--- src/rtl/seg7_scan_decoder_if.sv ---
// Bus between a multiplexed 7-segment display driver and the scan decoder
// that monitors it: sampled segment/select lines in, decoded frame results out.
interface seg7_scan_decoder_if;
  logic        enable;
  logic [6:0]  seg_in;
  logic [2:0]  digit_sel_in;
  logic [11:0] bcd_out;
  logic [9:0]  bin_out;
  logic        frame_valid;
  logic        frame_err;
  logic        sel_err;
  logic        stale;

  modport master (
    output enable, seg_in, digit_sel_in,
    input  bcd_out, bin_out, frame_valid, frame_err, sel_err, stale
  );

  modport slave (
    input  enable, seg_in, digit_sel_in,
    output bcd_out, bin_out, frame_valid, frame_err, sel_err, stale
  );
endinterface

--- src/rtl/seg7_scan_decoder.sv ---
// Receive-side monitor for a multiplexed 7-segment display: deghosts the
// segment/select bus, decodes each digit back to BCD and assembles frames.
module seg7_scan_decoder #(
  parameter int unsigned NUM_DIGITS     = 3,
  parameter int unsigned STABLE_CYCLES  = 4,
  parameter int unsigned TIMEOUT_CYCLES = 65536
) (
  input logic                clk,
  input logic                rst_n,
  seg7_scan_decoder_if.slave bus
);

  localparam int unsigned CNT_W = $clog2(STABLE_CYCLES + 1);
  localparam int unsigned TMO_W = $clog2(TIMEOUT_CYCLES + 1);
  localparam logic [CNT_W-1:0]      CNT_SAT   = CNT_W'(STABLE_CYCLES);
  localparam logic [CNT_W-1:0]      CNT_PRE   = CNT_W'(STABLE_CYCLES - 2);
  localparam logic [TMO_W-1:0]      TMO_SAT   = TMO_W'(TIMEOUT_CYCLES);
  localparam logic [NUM_DIGITS-1:0] MASK_FULL = '1;

  typedef enum logic [1:0] {ST_IDLE, ST_SCAN, ST_DONE} state_t;

  function automatic logic [3:0] seg_decode(input logic [6:0] p);
    case (p)
      7'h3F:   return 4'd0;
      7'h06:   return 4'd1;
      7'h5B:   return 4'd2;
      7'h4F:   return 4'd3;
      7'h66:   return 4'd4;
      7'h6D:   return 4'd5;
      7'h7D:   return 4'd6;
      7'h07:   return 4'd7;
      7'h7F:   return 4'd8;
      7'h6F:   return 4'd9;
      default: return 4'hF;
    endcase
  endfunction

  state_t                    state_q, state_d;
  logic [6:0]                seg_q, seg_d;
  logic [NUM_DIGITS-1:0]     sel_q, sel_d;
  logic [CNT_W-1:0]          cnt_q, cnt_d;
  logic [NUM_DIGITS-1:0]     mask_q, mask_d;
  logic [4*NUM_DIGITS-1:0]   nib_q, nib_d;
  logic [4*NUM_DIGITS-1:0]   bcd_q, bcd_d;
  logic [9:0]                bin_q, bin_d;
  logic                      fvalid_q, fvalid_d;
  logic                      ferr_q, ferr_d;
  logic                      selerr_q, selerr_d;
  logic [TMO_W-1:0]          tmo_q, tmo_d;
  logic                      stale_q, stale_d;

  logic       changed;
  logic       accept;
  logic       sel_bad;
  logic       any_bad;
  logic [3:0] nibble;

  always_comb begin
    state_d  = state_q;
    mask_d   = mask_q;
    nib_d    = nib_q;
    bcd_d    = bcd_q;
    bin_d    = bin_q;
    ferr_d   = ferr_q;
    tmo_d    = tmo_q;
    stale_d  = stale_q;
    fvalid_d = 1'b0;
    selerr_d = 1'b0;
    any_bad  = 1'b0;

    seg_d   = bus.seg_in;
    sel_d   = bus.digit_sel_in;
    changed = ({bus.seg_in, bus.digit_sel_in} != {seg_q, sel_q});
    cnt_d   = cnt_q;
    if (changed)
      cnt_d = '0;
    else if (cnt_q != CNT_SAT)
      cnt_d = cnt_q + 1'b1;

    // The sample is accepted exactly once per run: on the step from
    // STABLE_CYCLES-2 to STABLE_CYCLES-1; afterwards cnt saturates above it.
    accept  = bus.enable && !changed && (cnt_q == CNT_PRE);
    sel_bad = (sel_q != '0) && !$onehot(sel_q);
    nibble  = seg_decode(seg_q);

    if (!bus.enable) begin
      state_d = ST_IDLE;
      mask_d  = '0;
    end else begin
      case (state_q)
        ST_IDLE, ST_SCAN: begin
          if (accept && sel_bad) begin
            selerr_d = 1'b1;
            mask_d   = '0;
            state_d  = ST_IDLE;
          end else if (accept && (sel_q != '0) && ((mask_q & sel_q) == '0)) begin
            mask_d = mask_q | sel_q;
            for (int unsigned i = 0; i < NUM_DIGITS; i++)
              if (sel_q[i]) nib_d[4*i +: 4] = nibble;
            state_d = (mask_d == MASK_FULL) ? ST_DONE : ST_SCAN;
          end
        end
        ST_DONE: begin
          for (int unsigned i = 0; i < NUM_DIGITS; i++)
            if (nib_q[4*i +: 4] == 4'hF) any_bad = 1'b1;
          bcd_d    = nib_q;
          fvalid_d = 1'b1;
          ferr_d   = any_bad;
          if (!any_bad)
            bin_d = 10'(nib_q[11:8]) * 10'd100 + 10'(nib_q[7:4]) * 10'd10
                  + 10'(nib_q[3:0]);
          mask_d  = '0;
          state_d = ST_IDLE;
        end
        default: begin
          mask_d  = '0;
          state_d = ST_IDLE;
        end
      endcase

      if (state_q == ST_DONE) begin
        tmo_d   = '0;
        stale_d = 1'b0;
      end else if (tmo_q != TMO_SAT) begin
        tmo_d = tmo_q + 1'b1;
        if (tmo_d == TMO_SAT) stale_d = 1'b1;
      end
    end
  end

  always_ff @(posedge clk or negedge rst_n) begin
    if (!rst_n) begin
      state_q  <= ST_IDLE;
      seg_q    <= '0;
      sel_q    <= '0;
      cnt_q    <= '0;
      mask_q   <= '0;
      nib_q    <= '0;
      bcd_q    <= '0;
      bin_q    <= '0;
      fvalid_q <= 1'b0;
      ferr_q   <= 1'b0;
      selerr_q <= 1'b0;
      tmo_q    <= '0;
      stale_q  <= 1'b0;
    end else begin
      state_q  <= state_d;
      seg_q    <= seg_d;
      sel_q    <= sel_d;
      cnt_q    <= cnt_d;
      mask_q   <= mask_d;
      nib_q    <= nib_d;
      bcd_q    <= bcd_d;
      bin_q    <= bin_d;
      fvalid_q <= fvalid_d;
      ferr_q   <= ferr_d;
      selerr_q <= selerr_d;
      tmo_q    <= tmo_d;
      stale_q  <= stale_d;
    end
  end

  assign bus.bcd_out     = bcd_q;
  assign bus.bin_out     = bin_q;
  assign bus.frame_valid = fvalid_q;
  assign bus.frame_err   = ferr_q;
  assign bus.sel_err     = selerr_q;
  assign bus.stale       = stale_q;

endmodule
--- src/flat_wrapper.sv ---
// flat-port wrapper written by rule: the top's interface ports become plain ports
module seg7_scan_decoder_flat 
#(
  parameter int unsigned NUM_DIGITS     = 3,
  parameter int unsigned STABLE_CYCLES  = 4,
  parameter int unsigned TIMEOUT_CYCLES = 65536
)
  (clk, rst_n, bus_enable, bus_seg_in, bus_digit_sel_in, bus_bcd_out, bus_bin_out, bus_frame_valid, bus_frame_err, bus_sel_err, bus_stale);
  seg7_scan_decoder_if bus_i ();
  input logic clk;
  input logic rst_n;
  input wire logic [$bits(bus_i.enable)-1:0] bus_enable;
  input wire logic [$bits(bus_i.seg_in)-1:0] bus_seg_in;
  input wire logic [$bits(bus_i.digit_sel_in)-1:0] bus_digit_sel_in;
  output wire logic [$bits(bus_i.bcd_out)-1:0] bus_bcd_out;
  output wire logic [$bits(bus_i.bin_out)-1:0] bus_bin_out;
  output wire logic [$bits(bus_i.frame_valid)-1:0] bus_frame_valid;
  output wire logic [$bits(bus_i.frame_err)-1:0] bus_frame_err;
  output wire logic [$bits(bus_i.sel_err)-1:0] bus_sel_err;
  output wire logic [$bits(bus_i.stale)-1:0] bus_stale;
  assign bus_i.enable = bus_enable;
  assign bus_i.seg_in = bus_seg_in;
  assign bus_i.digit_sel_in = bus_digit_sel_in;
  assign bus_bcd_out = bus_i.bcd_out;
  assign bus_bin_out = bus_i.bin_out;
  assign bus_frame_valid = bus_i.frame_valid;
  assign bus_frame_err = bus_i.frame_err;
  assign bus_sel_err = bus_i.sel_err;
  assign bus_stale = bus_i.stale;
  seg7_scan_decoder #(.NUM_DIGITS(NUM_DIGITS), .STABLE_CYCLES(STABLE_CYCLES), .TIMEOUT_CYCLES(TIMEOUT_CYCLES)) u_core (.clk(clk), .rst_n(rst_n), .bus(bus_i));
endmodule
--- config.mk ---
export PLATFORM = sky130hd
export DESIGN_NAME = seg7_scan_decoder_flat
export DESIGN_NICKNAME = d
export VERILOG_FILES = /design/src/rtl/seg7_scan_decoder_if.sv /design/src/rtl/seg7_scan_decoder.sv /design/src/flat_wrapper.sv
export SDC_FILE = /design/constraint.sdc
export NUM_CORES = 1
export LEC_CHECK = 0
export CAP_MARGIN = 15
export CORE_ASPECT_RATIO = 0.9
export CORE_UTILIZATION = 33
export DETAILED_ROUTE_END_ITERATION = 10
export GPL_ROUTABILITY_DRIVEN = 0
export SLEW_MARGIN = 25
export SYNTH_ARGS = -nofsm -noshare
export SYNTH_HDL_FRONTEND = slang
export SYNTH_SLANG_ARGS = --single-unit
--- constraint.sdc ---
create_clock -name clk -period 3.7 [get_ports clk]
set_input_delay 0.74 -clock clk [delete_from_list [all_inputs] [get_ports clk]]
set_output_delay 0.74 -clock clk [all_outputs]
set_load 0.01 [all_outputs]
==> results by group <==
Clock network
  – Number of H-tree levels: 3
  – Clock root cell: clkbuf_16
  – Num CTS Buffers: 9
  – Clock insertion delay at the later pin of the skew report: 0.34 ns
  – TritonCTS sink count: 73
  – Register clock-pin slew on the reported worst setup and hold paths: 0.06 ns
  – CTS tree: done
  – Hold buffers post-CTS: 0
  – CTS max path bufs: 2
  – Postcts setup bufs: 0
  – PostCTS Resize Cnt: 0

Cells and area
  – Antenna fix cells: 0
  – Fillers: 1241
  – Syn-to-layout area delta: 18.9%
  – Final core area utilization: 40.4%
  – Layout cells sized above 1: 10.0%
  – Non-Filler Instances: 633
  – Register area: 1830 µm²
  – Nets@finish: 513
  – Area of the multi-input gates: 2300 µm²

Yosys
  – Distinct cells, synth: 51
  – Post-synth EDFFs: 0
  – Top-area cell type share of the netlist area: 42.2%
  – Synth warn: 0
  – Mapped cell area: 4320 µm²
  – Post-Syn Nets: 479
  – Syn avg cell area: 10.1 µm²
  – Primary FF master, synth: dfrtp_1
  – Flops & latches, synth: 73
  – Async SR Flop Fraction: 100%
  – Post-synthesis sequential area ratio: 42.2%
  – Syn Inst Count: 430
  – Synth area leader: dfrtp_1
  – Dominant cells by area after synthesis: dfrtp_1, ha_1, o21ai_0

STA
  – Tmin final: 3.17 ns
  – Worst hold slack: 0.419 ns
  – Final Hold Fails: 0
  – Clk_skew: 0.00509 ns
  – Relative slew slack: 53.0%
  – Final WS setup: 0.529 ns
  – Setup TNS: 0 ns
  – Final setup vio count: 0
  – RSZ-0062 raised after global routing: no
  – Max Slew Vio Count: 0
  – Fmax: 315 MHz
  – Slew of the pin with the lowest slew margin: 0.705 ns
  – Period utilization: 85.7%

Power
  – Worst VDD drop: 0.000233 V
  – PwrDens: 370 nW/µm²
  – P_leak: 2.29 nW

Worst setup path
  – Crit path max-delay family: adder cells
  – Worst path required time: 3.95 ns
  – CP max stage cell: dfrtp_1
  – Crit path buf inv count: 2
  – Most used cell, CP: ha_1
  – Cell Chain, Critical Path: ha_1 -> ha_1 -> inv_1 -> fa_1 -> inv_1 -> ha_1 -> ha_1 -> o21ai_0 -> a21boi_0 -> o21ai_0 -> and3_1 -> o31ai_1
  – Crit path DAT: 3.42 ns
  – Critical path class: register to register
  – CP startpoint kind: register
  – CP peak stage delay: 0.47 ns
  – Crit-path max FO: 6
  – Crit. End Element: register

Die
  – Die W: 123 µm
  – Row count: 39
  – Die height: 111 µm
  – IO Count: 39
  – Core area: 12700 µm²
  – Die footprint: 13600 µm²
  – Initial Util: 34.0%

Route
  – DR vias: 3303
  – Routed WL per cell: 14.6 µm
  – Vias/cell: 5.22
  – Routed WL: 9250 µm
  – Drt drc: 0
  – Detailed Routing Iterations Pass 1: 4
  – Post-DRT Antenna Nets: 0
  – Starting DRT DRC Count: 151

Status
  – Status: finished, final reports clean

Hold path
  – Worst hold path type: input pin to asynchronous set/reset pin

Run
  – Max_cap viols: 0

Placed design
  – Port buffer count: 38
  – Post-DP HPWL: 6790 µm
  – Pre-CTS setup slack: 0.312 ns
  – Placed cells: 617

Global route
  – Initial antenna violation count: 0
  – Grt ovf: 0
  – Gr usage total: 15.0%
  – Largest net degree at the start of global routing: 50
  – Number of global-route vias before repair: 3236
  – First-pass GRT wire length: 15800 µm
## metrics by stage
stage	power, mW	area [µm²]
2_1_floorplan	0.983	4320
3_3_place_gp	1.04	4830
3_5_place_dp	1.05	4840
4_1_cts	1.93	5140
5_1_grt	2.00	5140
6_report	1.90	5140
## synth_stat cells, types with 5 or more instances
library cell  count
o21ai_0          31
o41ai_1           6
fa_1              6
dfrtp_1          73
inv_1            27
xnor2_1           7
buf_6             5
o31ai_1          13
nand2_1          40
mux2_4            9
nor2_1           31
ha_1             30
a21oi_1          15
nand2b_1          6
xor2_1           15
nor2b_1           5
clkbuf_1         14
mux2_2           10
nand4_1          10
nor3_1            5
nand3_1          10
and4_1            5
mux2i_1           7
## worst reg2reg max path: stages (launching register included)
cell      delay [ns]
dfrtp_1         0.47
ha_1            0.33
ha_1            0.17
inv_1           0.05
fa_1            0.47
inv_1           0.04
ha_1            0.29
ha_1            0.34
o21ai_0         0.13
a21boi_0        0.28
o21ai_0         0.14
and3_1          0.19
o31ai_1         0.18
## power breakdown
| group | internal [mW] | switching [mW] | total [mW] | leakage [nW] |
|---|---|---|---|---|
| clock network | 0.522 | 0.347 | 0.868 | 0.146 |
| registers | 0.824 | 0.0596 | 0.884 | 0.964 |
| logic | 0.0640 | 0.0872 | 0.151 | 1.18 |
| total | 1.41 | 0.494 | 1.90 | 2.29 |
## logic make-up (layout without fill, tap and decap cells)
group | Yosys count | in the layout | synth area share [%]
DFF | 73 | 73 | 42.2
AOI/OAI and AO/OA | 94 | 94 | 14.0
and+or+nand+nor | 132 | 132 | 15.5
adders and majority gates | 36 | 36 | 11.5
buffers and inverters | 47 | 86 | 4.98
xor gates and xnor gates | 22 | 22 | 4.46
muxes | 26 | 26 | 7.35
## layout by cell type (no fill, tap or decap), types with 7 or more instances in the layout
| cell | synthesis | layout |
|---|---|---|
| ha_1 | 30 | 30 |
| o31ai_1 | 13 | 12 |
| mux2i_1 | 7 | 7 |
| nand4_1 | 10 | 10 |
| xnor2_1 | 7 | 7 |
| a21oi_1 | 15 | 15 |
| clkdlybuf4s50_1 | 0 | 37 |
| xor2_1 | 15 | 15 |
| nor2_1 | 31 | 31 |
| mux2_2 | 10 | 10 |
| inv_1 | 27 | 27 |
| mux2_4 | 9 | 9 |
| o21ai_0 | 31 | 31 |
| nand2_1 | 40 | 40 |
| nand3_1 | 10 | 10 |
| clkbuf_16 | 0 | 9 |
| dfrtp_1 | 73 | 73 |
## per-layer routing
metal	up-vias	routed length (µm)	GRT usage (%)
met5	-	0	0
met2	76	4200	22.7
met4	0	209	7.07
met1	1608	4440	20.3
li1	1604	-	-
met3	15	404	2.89
## worst paths after layout
check	start	endpoint	slack, ns	cells past startpoint
max reg2reg	u_core.nib_q[7]	u_core.bus.bin_out[8]	0.53	12
max	u_core.nib_q[7]	u_core.bus.bin_out[8]	0.53	12
min reg2reg	u_core.bus.bin_out[4]	u_core.bus.bin_out[4]	0.47	2
min	rst_n	u_core.bus.bin_out[8]	0.42	1
min in group clk	u_core.bus.bin_out[4]	u_core.bus.bin_out[4]	0.47	2
max in group asynchronous	rst_n	u_core.state_q[0]	2.63	2
## state kept, by name, indices dropped and copies added, names as in the netlist
signal,cells
u_core.bus.bcd_out,12
u_core.bus.bin_out,10
u_core.bus.frame_err,1
u_core.bus.frame_valid,1
u_core.bus.sel_err,1
u_core.bus.stale,1
u_core.cnt_q,3
u_core.mask_q,3
u_core.nib_q,12
u_core.seg_q,7
u_core.sel_q,3
u_core.state_q,2
u_core.tmo_q,17
## final cells by class
cell class | count | share of cell area (%)
clock inverters | 7 | 1.36
inverters | 27 | 1.97
well taps | 164 | 3.99
repair buffers | 43 | 8.08
clock buffers | 9 | 4.38
flip-flops and latches | 73 | 35.5
multi-input cells | 310 | 44.7
Note: power is estimated with default switching activity, not from simulation.
